<file path="config.mk">
export PLATFORM = sky130hd
export DESIGN_NAME = pc_branch_unit
export DESIGN_NICKNAME = d
export VERILOG_FILES = /design/src/rtl/pc_branch_unit.sv
export SDC_FILE = /design/constraint.sdc
export NUM_CORES = 1
export LEC_CHECK = 0
export BUFFER_PORTS_ARGS = -buffer_cell sky130_fd_sc_hd__buf_2
export CORE_MARGIN = 2
export CORE_UTILIZATION = 56
export CTS_CLUSTER_SIZE = 16
export DETAILED_ROUTE_END_ITERATION = 7
export PLACE_DENSITY = 0.87
export SETUP_SLACK_MARGIN = 0.5
export SYNTH_ARGS = -nofsm -noshare
export SYNTH_HDL_FRONTEND = slang
export SYNTH_SLANG_ARGS = --single-unit
</file>
<file path="constraint.sdc">
create_clock -name clk -period 4.75 [get_ports clk]
set_input_delay 0.7125 -clock clk [delete_from_list [all_inputs] [get_ports clk]]
set_output_delay 0.7125 -clock clk [all_outputs]
set_load 0.02 [all_outputs]
</file>
<file path="src/rtl/pc_branch_unit.sv">
// Fetch PC register with bimodal branch prediction at ID and beq/bne resolution at EX.
// Drives redirect/flush controls and keeps saturating branch/mispredict counters.
module pc_branch_unit #(
    parameter int                ADDR_W    = 32,
    parameter logic [ADDR_W-1:0] RESET_PC  = '0,
    parameter int                BHT_DEPTH = 16,
    parameter int                IDX_LSB   = 2,
    parameter int                CNT_W     = 16
) (
    input  logic              clk,
    input  logic              rst_n,
    input  logic              stall,
    output logic [ADDR_W-1:0] pc,
    input  logic              id_valid,
    input  logic              id_branch,
    input  logic              id_jump,
    input  logic [ADDR_W-1:0] id_pc,
    input  logic [ADDR_W-1:0] id_target,
    output logic              id_pred_taken,
    input  logic              ex_valid,
    input  logic              ex_branch,
    input  logic              ex_bne,
    input  logic              ex_eq,
    input  logic [ADDR_W-1:0] ex_pc,
    input  logic [ADDR_W-1:0] ex_target,
    input  logic              ex_pred_taken,
    output logic              mispredict,
    output logic              flush_if,
    output logic              flush_id,
    output logic [CNT_W-1:0]  branch_cnt,
    output logic [CNT_W-1:0]  mispredict_cnt
);

    localparam int IDX_W = $clog2(BHT_DEPTH);

    logic [1:0]        r_bht [BHT_DEPTH];
    logic [ADDR_W-1:0] r_pc;
    logic [CNT_W-1:0]  r_branchCnt;
    logic [CNT_W-1:0]  r_mispredictCnt;

    logic [IDX_W-1:0]  w_idIdx;
    logic [IDX_W-1:0]  w_exIdx;
    logic              w_exResolved;
    logic              w_exActual;
    logic              w_mispredict;
    logic              w_idPredTaken;
    logic              w_idRedirect;
    logic [ADDR_W-1:0] w_nextPc;
    logic              w_unusedIdPc;

    assign w_idIdx       = id_pc[IDX_LSB +: IDX_W];
    assign w_exIdx       = ex_pc[IDX_LSB +: IDX_W];
    assign w_unusedIdPc  = ^id_pc;
    assign w_exResolved  = ex_valid & ex_branch;
    assign w_exActual    = w_exResolved & (ex_bne ? ~ex_eq : ex_eq);
    assign w_mispredict  = w_exResolved & (w_exActual != ex_pred_taken);
    assign w_idPredTaken = id_valid & id_branch & r_bht[w_idIdx][1];
    assign w_idRedirect  = ~stall & id_valid & (id_jump | w_idPredTaken);

    // An EX mispredict outranks everything, including stall.
    always_comb begin
        w_nextPc = r_pc + ADDR_W'(4);
        if (w_mispredict) begin
            w_nextPc = w_exActual ? ex_target : ex_pc + ADDR_W'(4);
        end else if (w_idRedirect) begin
            w_nextPc = id_target;
        end else if (stall) begin
            w_nextPc = r_pc;
        end
    end

    always_ff @(posedge clk or negedge rst_n) begin
        if (!rst_n) begin
            r_pc <= RESET_PC;
        end else begin
            r_pc <= w_nextPc;
        end
    end

    // ID reads the table combinationally, so a same-index update lands only next cycle.
    always_ff @(posedge clk or negedge rst_n) begin
        if (!rst_n) begin
            for (int i = 0; i < BHT_DEPTH; i++) begin
                r_bht[i] <= 2'b01;
            end
        end else if (w_exResolved) begin
            if (w_exActual) begin
                if (r_bht[w_exIdx] != 2'b11) begin
                    r_bht[w_exIdx] <= r_bht[w_exIdx] + 2'd1;
                end
            end else if (r_bht[w_exIdx] != 2'b00) begin
                r_bht[w_exIdx] <= r_bht[w_exIdx] - 2'd1;
            end
        end
    end

    always_ff @(posedge clk or negedge rst_n) begin
        if (!rst_n) begin
            r_branchCnt     <= '0;
            r_mispredictCnt <= '0;
        end else begin
            if (w_exResolved && (r_branchCnt != '1)) begin
                r_branchCnt <= r_branchCnt + CNT_W'(1);
            end
            if (w_mispredict && (r_mispredictCnt != '1)) begin
                r_mispredictCnt <= r_mispredictCnt + CNT_W'(1);
            end
        end
    end

    assign pc             = r_pc;
    assign id_pred_taken  = w_idPredTaken;
    assign mispredict     = w_mispredict;
    assign flush_if       = w_mispredict | w_idRedirect;
    assign flush_id       = w_mispredict;
    assign branch_cnt     = r_branchCnt;
    assign mispredict_cnt = r_mispredictCnt;

endmodule

</file>
# Yosys cells after proc, flatten, opt, wreduce, memory -nomap -nowiden
# Cells that the tools add are included.
# Widths: inputs -> output; s select.
# totals
output_inout_bits	68
elab_cells	71
ff_bits	96
# classes
n_lt_le_gt_ge	3
n_eq_ne	6
bitwise_logic	13
addsub	6
mux	18
reduce_logical	6
# ops
operator	n
$mux 32	7
$add 32x3->32 const B	2
$bwmux 32	2
$add 16x1->16 const B	2
$ne 16x16->1 const B	2
$bmux 2 s4	2
$ge 5x5->1 const B	2
$mux 2	5
$not 4->5	2
$demux 2 s4	1
$and 1x1->1	7
$lt 5x1->1 const B	1
$reduce_bool 2->1	2
$logic_and 1x1->1	3
$ne 3x1->1 const B	1
$reduce_and 3->1	1
$add 2x1->2 const B	1
$ne 2x1->1 const B	1
$ne 2x2->1 const B	1
$not 1->1	2
$or 1x1->1	2
$sub 2x1->2 const B	1
$mux 1	1
$ne 1x1->1	1

# Depth between registers and ports, before layout
# logic_depth
word_depth	9
depth_mapped	13

# Worst setup path before layout
# No wires, ideal clock.
# synth_path
path_kind	input to register
start	input ex_pc[2]
end	register r_bht[11] (netlist bit)
stages	13
slack_ns	1.449
path_buffers	2
arrival_ns	3.174
t_required_ns	4.623
cell_sequence	buf_4 -> mux4_2 -> mux2i_1 -> nand2_1 -> o21ai_1 -> buf_2 -> inv_2 -> ha_1 -> mux2i_1 -> nand2_1 -> nor3b_1 -> nand2_1 -> mux2_1
# synth_between
elab_chain_cells	8
# synth_rtl
element	line	source
start: declaration	24	input logic [ADDR_W-1:0] ex_pc,
$not 4->5 (not written as such) *	n/a	
$bmux 2 s4, or another cell as far along	n/a	
$mux 2 (not written as such) or $logic_and 1x1->1 (tied branches)	n/a	
$mux 2 (on tied branches)	n/a	
$sub 2x1->2, or another cell as far along	92	r_bht[w_exIdx] <= r_bht[w_exIdx] - 2'd1;
$bwmux 32 (on tied branches)	92, 89	
$mux 32 (on tied branches)	91, 88	
$mux 32	87	if (w_exActual) begin
end signal: indexed assignment	89	r_bht[w_exIdx] <= r_bht[w_exIdx] + 2'd1;
end signal: indexed assignment	92	
end: declaration	36	logic [1:0] r_bht [BHT_DEPTH];
# Every way passes the cells marked *; elsewhere a longest branch is shown, timed or not. The select of a mux whose other input is x is not followed.
# A chain may end at the register's enable or synchronous reset.

# Worst setup path after layout
# layout_path
start	input ex_pc[2]
end	register r_bht[13] (netlist bit)
# Same word-level chain as after synthesis.

==> impl_metrics.env <==
export IMPL_outcome="complete, no violations"
export IMPL_worst_slew_pin_slew_ns=1.08
export IMPL_drcViolationCount=0
export IMPL_setup_viol=0
export IMPL_wl_per_cell_um=18.3
export IMPL_r2r_cells=8
export IMPL_power_uw=3120
export IMPL_post_route_period_util_pct=70.9
export IMPL_cts_tree="yes"
export IMPL_clkTransAtPathRegs_ns=0.07
export IMPL_worst_setup_path_start_kind="primary input"
export IMPL_setup_worst_path_start="ex_pc[2]"
export IMPL_drive_above_1_share_pct=29.4
export IMPL_fin_worst_skew_ns=0.00581
export IMPL_utilization_pct=68.7
export IMPL_timing_rr_start="r_bht[3]$_DFFE_PN0P_"
export IMPL_slew_viol_final=0
export IMPL_place_area_um2=7530
export IMPL_htreeDepth=3
export IMPL_synth_area_um2=6540
export IMPL_fmax_mhz=297
export IMPL_grt_antenna_before_repair=0
export IMPL_synth_warnings=0
export IMPL_synth_main_ff_cell="dfrtp_1"
export IMPL_area_growth_pct=20.1
export IMPL_finalHoldViolCount=0
export IMPL_gr_total_overflow=0
export IMPL_numCtsBuffers=9
export IMPL_postSynthAreaPerCell_um2=9.74
export IMPL_die_y_um=112
export IMPL_drtPass1Iterations=7
export IMPL_syn_nets=819
export IMPL_synth_seq_cells=96
export IMPL_max_clock_path_buffers=2
export IMPL_ir_drop_v=0.000322
export IMPL_p_leak_uw=0.00357
export IMPL_start_util_pct=57.2
export IMPL_regToRegSetupSlack_ns=1.79
export IMPL_postSynthCellCount=671
export IMPL_viasPerCell=6.08
export IMPL_nets=982
export IMPL_cts_root_buf="clkbuf_16"
export IMPL_chipWidth_um=112
export IMPL_grt_pass1_wl_mm=29.2
export IMPL_portBuffers=178
export IMPL_maxCapViolations=0
export IMPL_r2r_end="r_bht[13]$_DFFE_PN0P_"
export IMPL_rows=39
export IMPL_placed_cells=966
export IMPL_tns_ns=0
export IMPL_core_um2=11400
export IMPL_detail_route_antenna_nets=0
export IMPL_slew_headroom_pct=27.5
export IMPL_postCtsResizedCells=0
export IMPL_finalInstanceArea_um2=7850
export IMPL_power_per_cell_area_nw_per_um2=397
export IMPL_yosysSeqAreaShare_pct=37.1
export IMPL_hp_class="primary input to asynchronous set/reset pin"
export IMPL_hpwl_mm=13.3
export IMPL_wirelength_mm=18.0
export IMPL_first_global_vias=5773
export IMPL_critPathCaptureType="flip-flop"
export IMPL_rsz0062_at_grt="no"
export IMPL_cts_setup_buffers=0
export IMPL_clk_latency_ns=0.35
export IMPL_crit_arrival_ns=3.60
export IMPL_cts_sinks=96
export IMPL_gr_usage_all_layers_pct=29.0
export IMPL_cp_max_fo=15
export IMPL_worstSetupPathType="primary input to flip-flop"
export IMPL_grt_max_degree=67
export IMPL_vias=5981
export IMPL_cp_required_ns=4.98
export IMPL_cts_hold_buffers=0
export IMPL_final_cells=983
export IMPL_drt_iter0_markers=543
export IMPL_gp_congestion=0.960
export IMPL_io_pins=207
export IMPL_period_needed_ns=3.37
export IMPL_dieArea_um2=12600
export IMPL_async_flop_share_pct=100
export IMPL_synth_cell_types=59
export IMPL_synth_edf_count=0
## cell families (layout without fill, tap and decap cells)
kind of cell             Yosys count  after routing  share of synthesized area, %
AND/OR/NAND/NOR                  249            249                          20.5
flip-flops                        96             96                          37.1
AO/OA/AOI/OAI                     91             91                          9.61
multiplexers                      89             89                          16.0
XOR/XNOR                          83             83                          11.4
buffers and inverters             54            222                          3.68
adder cells (fa/ha/maj)            9              9                          1.72
other                              0              1                             0
## per-stage QoR
| step | hold slack, ns | setup slack [ns] |
|---|---|---|
| 2_1_floorplan | 0.417 | 1.45 |
| 3_3_place_gp | 0.469 | 1.10 |
| 3_5_place_dp | 0.480 | 1.03 |
| 4_1_cts | 0.491 | 1.40 |
| 5_1_grt | 0.505 | 1.25 |
| 6_report | 0.448 | 1.38 |
## worst max-delay path by stage
| stage | end | slack [ns] | cells after the start |
|---|---|---|---|
| floorplan | r_bht[11]$_DFFE_PN0P_ | 1.45 | 13 |
| global placement | r_bht[11]$_DFFE_PN0P_ | 1.10 | 9 |
| detailed placement | r_bht[15]$_DFFE_PN0P_ | 1.03 | 9 |
| CTS | r_bht[15]$_DFFE_PN0P_ | 1.40 | 9 |
| global route | r_bht[15]$_DFFE_PN0P_ | 1.25 | 11 |
| finish | r_bht[13]$_DFFE_PN0P_ | 1.38 | 9 |
## synthesized netlist by cell type, types with 3 or more instances
master,instances,area share (%)
a21oi_1,26,2.0
a221oi_1,5,0.67
a311o_1,4,0.61
a31oi_1,8,0.77
a32oi_1,5,0.67
and2_1,6,0.57
and3_1,21,2.0
and4_1,6,0.80
buf_2,6,0.46
buf_4,4,0.46
clkbuf_1,21,1.2
dfrtp_1,80,31
dfstp_2,16,6.4
ha_1,9,1.7
inv_1,17,0.98
mux2_1,33,5.7
mux2_2,3,0.52
mux2i_1,44,6.7
mux4_2,9,3.1
nand2_1,72,4.1
nand2b_1,4,0.38
nand3_1,34,2.6
nand3b_1,10,1.1
nand4_1,29,2.8
nor2_1,28,1.6
nor3_1,13,1.0
nor3b_1,8,0.92
o21ai_0,14,1.1
o21ai_1,3,0.23
o221ai_1,5,0.67
o22ai_1,4,0.38
o31ai_1,5,0.57
or3_1,5,0.48
xnor2_1,56,7.5
xor2_1,26,3.5
## per-layer routing
metal	vias up	routed length (um)	GRT usage [%]
li1	2786	-	-
met1	2878	7250	37.4
met2	281	8880	49.4
met3	36	1500	5.72
met4	0	391	9.92
met5	-	0	0
## critical path: stages
cell,delay (ns)
buf_2,0.35
mux4_2,0.57
mux4_2,0.51
ha_1,0.20
mux2i_1,0.12
nand2_1,0.14
nor3b_1,0.47
nand2_1,0.18
mux2_1,0.33
## final cells by class
| class | count | area (um2) |
|---|---|---|
| Antenna cell | 1 | 2.50 |
| Clock buffer | 11 | 253 |
| Clock inverter | 5 | 63.8 |
| Fill cell | 927 | 3570 |
| Inverter | 19 | 71.3 |
| Multi-Input combinational cell | 521 | 3900 |
| Sequential cell | 96 | 2420 |
| Tap cell | 143 | 179 |
| Timing Repair Buffer | 187 | 961 |
## power breakdown
group / internal, uW / switching (uW)
clock: 441 / 331
combinational: 466 / 573
sequential: 1070 / 239
## layout by cell type (no fill, tap or decap), drive strengths merged, types with 16 or more instances in the layout
cell type	synthesis	layout
o21ai	17	17
a21oi	26	26
xor2	26	26
dfstp	16	16
nand4	29	29
dfrtp	80	80
buf	14	187
mux2i	44	44
and3	21	21
nor2	28	28
inv	19	20
nand3	35	35
mux2	36	36
xnor2	56	56
nand2	72	72
Note: power is estimated with default switching activity, not from simulation.
